==> config.mk <==
export PLATFORM = sky130hd
export DESIGN_NAME = alu_regfile_wb
export DESIGN_NICKNAME = d
export VERILOG_FILES = /design/src/rtl/alu_regfile_wb.sv
export SDC_FILE = /design/constraint.sdc
export NUM_CORES = 1
export LEC_CHECK = 0
export CAP_MARGIN = 40
export CORE_MARGIN = 3
export CORE_UTILIZATION = 54
export CTS_CLUSTER_DIAMETER = 40
export DETAILED_ROUTE_END_ITERATION = 6
export PLACE_DENSITY = 0.85
export SLEW_MARGIN = 40
export SYNTH_ARGS = -nofsm -noshare
export SYNTH_HDL_FRONTEND = slang
export SYNTH_SLANG_ARGS = --single-unit
==> constraint.sdc <==
create_clock -name clk -period 2.29 [get_ports clk]
set_input_delay 0.458 -clock clk [delete_from_list [all_inputs] [get_ports clk]]
set_output_delay 0.458 -clock clk [all_outputs]
set_load 0.005 [all_outputs]
==> src/rtl/alu_regfile_wb.sv <==
// alu_regfile_wb: operand-fetch/writeback stage around alu16 with a register file and PSR
//   clk, rst            : clock, synchronous active-high reset
//   in_*                : instruction handshake and payload (accepted only in IDLE)
//   alu_*               : registered operands/opcode to alu16, its result and raw flags back
//   psr, done, err      : status register, retire pulse, timeout-retire pulse
//   dbg_addr, dbg_data  : asynchronous read of committed register state
module alu_regfile_wb #(
  parameter int NREGS   = 16,
  parameter int TIMEOUT = 8,
  localparam int AW = $clog2(NREGS),
  localparam int CW = $clog2(TIMEOUT + 1)
) (
  input  logic          clk,
  input  logic          rst,
  input  logic          in_valid,
  output logic          in_ready,
  input  logic [4:0]    in_op,
  input  logic [AW-1:0] in_rdest,
  input  logic [AW-1:0] in_rsrc,
  input  logic          in_use_imm,
  input  logic [15:0]   in_imm,
  input  logic [4:0]    in_shamt,
  input  logic          in_wb_en,
  input  logic [4:0]    in_flags_sel,
  output logic [15:0]   alu_a,
  output logic [15:0]   alu_b,
  output logic [4:0]    alu_op,
  output logic [4:0]    alu_shamt,
  output logic          alu_psr_c,
  input  logic [15:0]   alu_y,
  input  logic          alu_y_valid,
  input  logic [4:0]    alu_flags_raw,
  output logic [4:0]    psr,
  output logic          done,
  output logic          err,
  input  logic [AW-1:0] dbg_addr,
  output logic [15:0]   dbg_data
);
  typedef enum logic [1:0] {IDLE, EXEC, WB} state_t;
  localparam logic [CW-1:0] LAST = CW'(TIMEOUT - 1);
  state_t        r_state;
  logic [15:0]   r_regs [NREGS];
  logic [4:0]    r_psr;
  logic [AW-1:0] r_rdest;
  logic          r_wb_en;
  logic [4:0]    r_sel;
  logic [15:0]   r_y;
  logic [4:0]    r_f;
  logic          r_abort;
  logic [CW-1:0] r_cnt;
  assign in_ready  = r_state == IDLE;
  assign done      = r_state == WB;
  assign err       = done & r_abort;
  assign psr       = r_psr;
  assign alu_psr_c = r_psr[4];
  assign dbg_data  = r_regs[dbg_addr];
  always_ff @(posedge clk) begin
    if (rst) begin
      r_state   <= IDLE;
      for (int i = 0; i < NREGS; i++) r_regs[i] <= '0;
      r_psr     <= '0;
      r_rdest   <= '0;
      r_wb_en   <= 1'b0;
      r_sel     <= '0;
      r_y       <= '0;
      r_f       <= '0;
      r_abort   <= 1'b0;
      r_cnt     <= '0;
      alu_a     <= '0;
      alu_b     <= '0;
      alu_op    <= '0;
      alu_shamt <= '0;
    end else begin
      case (r_state)
        IDLE: if (in_valid) begin
          r_rdest   <= in_rdest;
          r_wb_en   <= in_wb_en;
          r_sel     <= in_flags_sel;
          r_abort   <= 1'b0;
          r_cnt     <= '0;
          alu_a     <= r_regs[in_rdest];
          alu_b     <= in_use_imm ? in_imm : r_regs[in_rsrc];
          alu_op    <= in_op;
          alu_shamt <= in_shamt;
          r_state   <= EXEC;
        end
        EXEC: if (alu_y_valid) begin
          r_y     <= alu_y;
          r_f     <= alu_flags_raw;
          r_state <= WB;
        end else if (r_cnt == LAST) begin
          r_abort <= 1'b1;
          r_state <= WB;
        end else begin
          r_cnt <= r_cnt + 1'b1;
        end
        WB: begin
          if (!r_abort) begin
            if (r_wb_en) r_regs[r_rdest] <= r_y;
            r_psr <= (r_psr & ~r_sel) | (r_f & r_sel);
          end
          r_state <= IDLE;
        end
        default: r_state <= IDLE;
      endcase
    end
  end
endmodule

==> results.cfg <==
[place]
gpl.final_weighted_congestion = 0.9376
port-buffer-count = 136
post-place-ws_ns = -0.6150
cell_area_after_placement_um2 = 21630
detailed_place_hpwl_um = 38740

[setup_path]
critical_path.reg2reg.startpoint = r_state[1]
r2r_slack_ns = 0.14
worstPathBufferInverterCount = 1
worst_path_class_setup = flop to output port
cp_data_required_time_ns = 1.83
worst_setup_path_start_kind = flop
crit_path_max_incr_delay_ns = 0.53
crit_top_cell = sky130_fd_sc_hd__mux4_2
worstPathArrival_ns = 2.18
crit_path_end_kind = output port
cp-startpoint = r_regs[11][3]
worstPathCellList = mux4_2, mux4_2, buf_6
cp_max_fo = 2
slowest_stage = sky130_fd_sc_hd__mux4_2
cp_top_family = multiplexers

[finish]
multi_input_area_um2 = 8848
area.growth.synth_to_final_pct = 25.75
final_area_um2 = 23630
final_layout_size_suffix_gt1_share_pct = 33.19
fillCellCount = 2127
final_net_count = 1667
register_area_um2 = 9394

[global_routing]
grt_antenna_before_repair = 2
grt.overflow.total = 0
grt_max_degree = 44
grt_first_pass_wirelength_um = 93760
vias_in_the_first_global_route = 14996
track_usage_pct = 35.08

[route]
drtAntennaViolNets = 0
total_number_of_vias = 14592
post_drt_via_cell_ratio = 7.009
drt_pass1_iterations = 6
avgRoutedWirePerCell_um = 30.76
route.detailed.drc = 0
dr.first_iter.drc_count = 2376
routed_wirelength_um = 64050

[cts]
cts_max_path_buffers = 3
cts.reportedPaths.clkPinSlew_ns = 0.06
cts.sink_count = 341
post_cts_hold_buffer_count = 0
h-tree-depth = 2
clock_tree_from_tritoncts = done
clock_latency_ns = 0.58
cts_root_buf = sky130_fd_sc_hd__clkbuf_16
numCtsBuffers = 47

[pwr]
leakage_nw = 8.792
pwr_density_nw_per_um2 = 717.7
vdd.ir_drop.worst_v = 0.0006497

[sta]
finalCritPeriodShare_pct = 115.1
slew_violations = 0
hold-worst-slack_ns = 0.3784
timing.clock.skew_ns = 0.02456
setup_violations = 16
fmaxAchievable_mhz = 379.4
worstMarginPinSlew_ns = 0.7824
setup_repair_after_global_routing_missed_its_margin = true
fin_tns_setup_ns = -4.844
final.min_clock_period_ns = 2.636
final.setup.worst_slack_ns = -0.3458
timing.slew.headroom_pct = 47.84
final_hold_viols = 0

[floorplanning]
initial_utilization_pct = 55.33
fp-row-count = 67
fp.dieArea_um2 = 37060
die_width_um = 192.5
placeable_area_um2 = 33950
die_y_um = 192.5
io_pins = 137

[status]
violations = setup timing
run_status = finished with violations

[logic_synthesis]
synth_warnings = 0
netlist_instances = 1348
synth_fp_nets = 1419
dominantRegCellSynth = sky130_fd_sc_hd__edfxtp_1
synth_edf_count = 256
postSynth.asyncResetShare_pct = 0
synth.lib_cells_used.distinct = 37
netlist_area_um2 = 18790
avgSynthCellArea_um2 = 13.94
ys_seq_elements = 341
ys_seq_area_share_pct = 49.98

[min_path]
hold_path_startpoint = rst
hp-class = input port to flop

[job]
max_cap_viol_count = 0
## cells by family (layout without fill, tap and decap cells)
family	Yosys count	count (layout)	synth area share, %
buf+inv	127	412	2.964
fa+ha+maj	1	1	0.06659
compound gates	114	114	3.676
other cells	0	1	0
xor+xnor	2	2	0.09326
flops	341	341	49.98
mux	240	240	26.64
simple gates	523	523	16.58
## cell usage after synthesis (2+ instances only)
master / count / share of area [%]
sky130_fd_sc_hd__a21oi_1: 82 / 2.2
sky130_fd_sc_hd__a22o_1: 16 / 0.75
sky130_fd_sc_hd__and2_1: 259 / 8.6
sky130_fd_sc_hd__buf_1: 15 / 0.30
sky130_fd_sc_hd__buf_2: 31 / 0.83
sky130_fd_sc_hd__buf_4: 3 / 0.12
sky130_fd_sc_hd__buf_6: 3 / 0.18
sky130_fd_sc_hd__clkbuf_1: 65 / 1.3
sky130_fd_sc_hd__clkbuf_2: 6 / 0.16
sky130_fd_sc_hd__dfxtp_1: 85 / 9.1
sky130_fd_sc_hd__edfxtp_1: 256 / 41
sky130_fd_sc_hd__inv_1: 3 / 0.060
sky130_fd_sc_hd__mux2i_1: 32 / 1.7
sky130_fd_sc_hd__mux4_2: 208 / 25
sky130_fd_sc_hd__nand2_1: 143 / 2.9
sky130_fd_sc_hd__nand2_2: 2 / 0.067
sky130_fd_sc_hd__nand2b_1: 3 / 0.10
sky130_fd_sc_hd__nand3_1: 26 / 0.69
sky130_fd_sc_hd__nand3b_1: 18 / 0.72
sky130_fd_sc_hd__nor2b_1: 2 / 0.067
sky130_fd_sc_hd__nor3_1: 8 / 0.21
sky130_fd_sc_hd__nor3_4: 12 / 1.0
sky130_fd_sc_hd__nor3b_1: 3 / 0.12
sky130_fd_sc_hd__nor4_4: 4 / 0.45
sky130_fd_sc_hd__o221ai_1: 16 / 0.75
sky130_fd_sc_hd__or2_2: 18 / 0.60
sky130_fd_sc_hd__or3_1: 18 / 0.60
sky130_fd_sc_hd__xor2_1: 2 / 0.093
## report_power, final
part,switching (mW),internal (mW)
clock network,3.02,4.77
logic,0.976,1.08
registers,0.240,6.87
total,4.24,12.7
## placed cells by master, fill, tap and decap left out, types with 18 or more instances in the layout
master                            netlist  layout
sky130_fd_sc_hd__dfxtp_1               85      83
sky130_fd_sc_hd__buf_4                  3     154
sky130_fd_sc_hd__nand3b_1              18      18
sky130_fd_sc_hd__nand3_1               26      26
sky130_fd_sc_hd__a21oi_1               82      82
sky130_fd_sc_hd__buf_12                 0      36
sky130_fd_sc_hd__or3_1                 18      18
sky130_fd_sc_hd__nand2_1              143     143
sky130_fd_sc_hd__mux4_2               208     208
sky130_fd_sc_hd__or2_2                 18      18
sky130_fd_sc_hd__clkdlybuf4s50_1        0     112
sky130_fd_sc_hd__clkbuf_16              0      49
sky130_fd_sc_hd__mux2i_1               32      32
sky130_fd_sc_hd__edfxtp_1             256     256
sky130_fd_sc_hd__and2_1               259     259
## worst paths after layout
check | endpoint | cells past startpoint
worst max register to register | r_regs[7][15] | 4
worst min register to register | alu_shamt[3] | 2
worst min-delay path | alu_a[3] | 3
worst max-delay path | dbg_data[3] | 3
## area by class of cell
class	instances	share of cell area, %
clock buffers	52	5.238
clock inverters	34	1.801
well taps	448	2.373
flip-flops and latches	341	39.76
diodes	1	0.01059
repair buffers	322	13.30
inverters	4	0.06355
multi-input cells	880	37.45
## per-stage QoR
step	instances	utilization (%)	power, mW
3_5_place_dp	1947	63.70	9.181
2_1_floorplan	1348	-	8.232
5_1_grt	2081	69.58	17.30
6_report	2082	69.59	16.95
3_3_place_gp	1947	63.70	9.103
4_1_cts	2070	69.25	16.88
## registers in the layout, summed over array words and instances (netlist names), 2 cells and up, named ones only
register,cells
r_regs,256
alu_a,16
alu_b,16
r_y,16
alu_op,5
alu_shamt,5
r_f,5
r_sel,5
r_cnt,4
r_rdest,4
r_state,2
## layer usage
layer,vias to the layer above,routed length (um),track usage (%)
met1,7020,19580,43.15
met3,378,10860,12.44
met5,-,0,0.1374
met2,1516,28990,52.96
li1,5678,-,-
met4,0,4619,22.36
## worst min-delay path, cell delays in order
cell and delay [ns]:
sky130_fd_sc_hd__buf_4 0.17, sky130_fd_sc_hd__nand3b_1 0.19, sky130_fd_sc_hd__o221ai_1 0.08
## what timing repair did
action | 4_1_cts | 5_1_grt
setup endpoints to repair | 17 | 17
setup buffers | 37 | 11
gates resized for setup | 69 | 6
No activity file was read; power rests on OpenSTA's default activity.
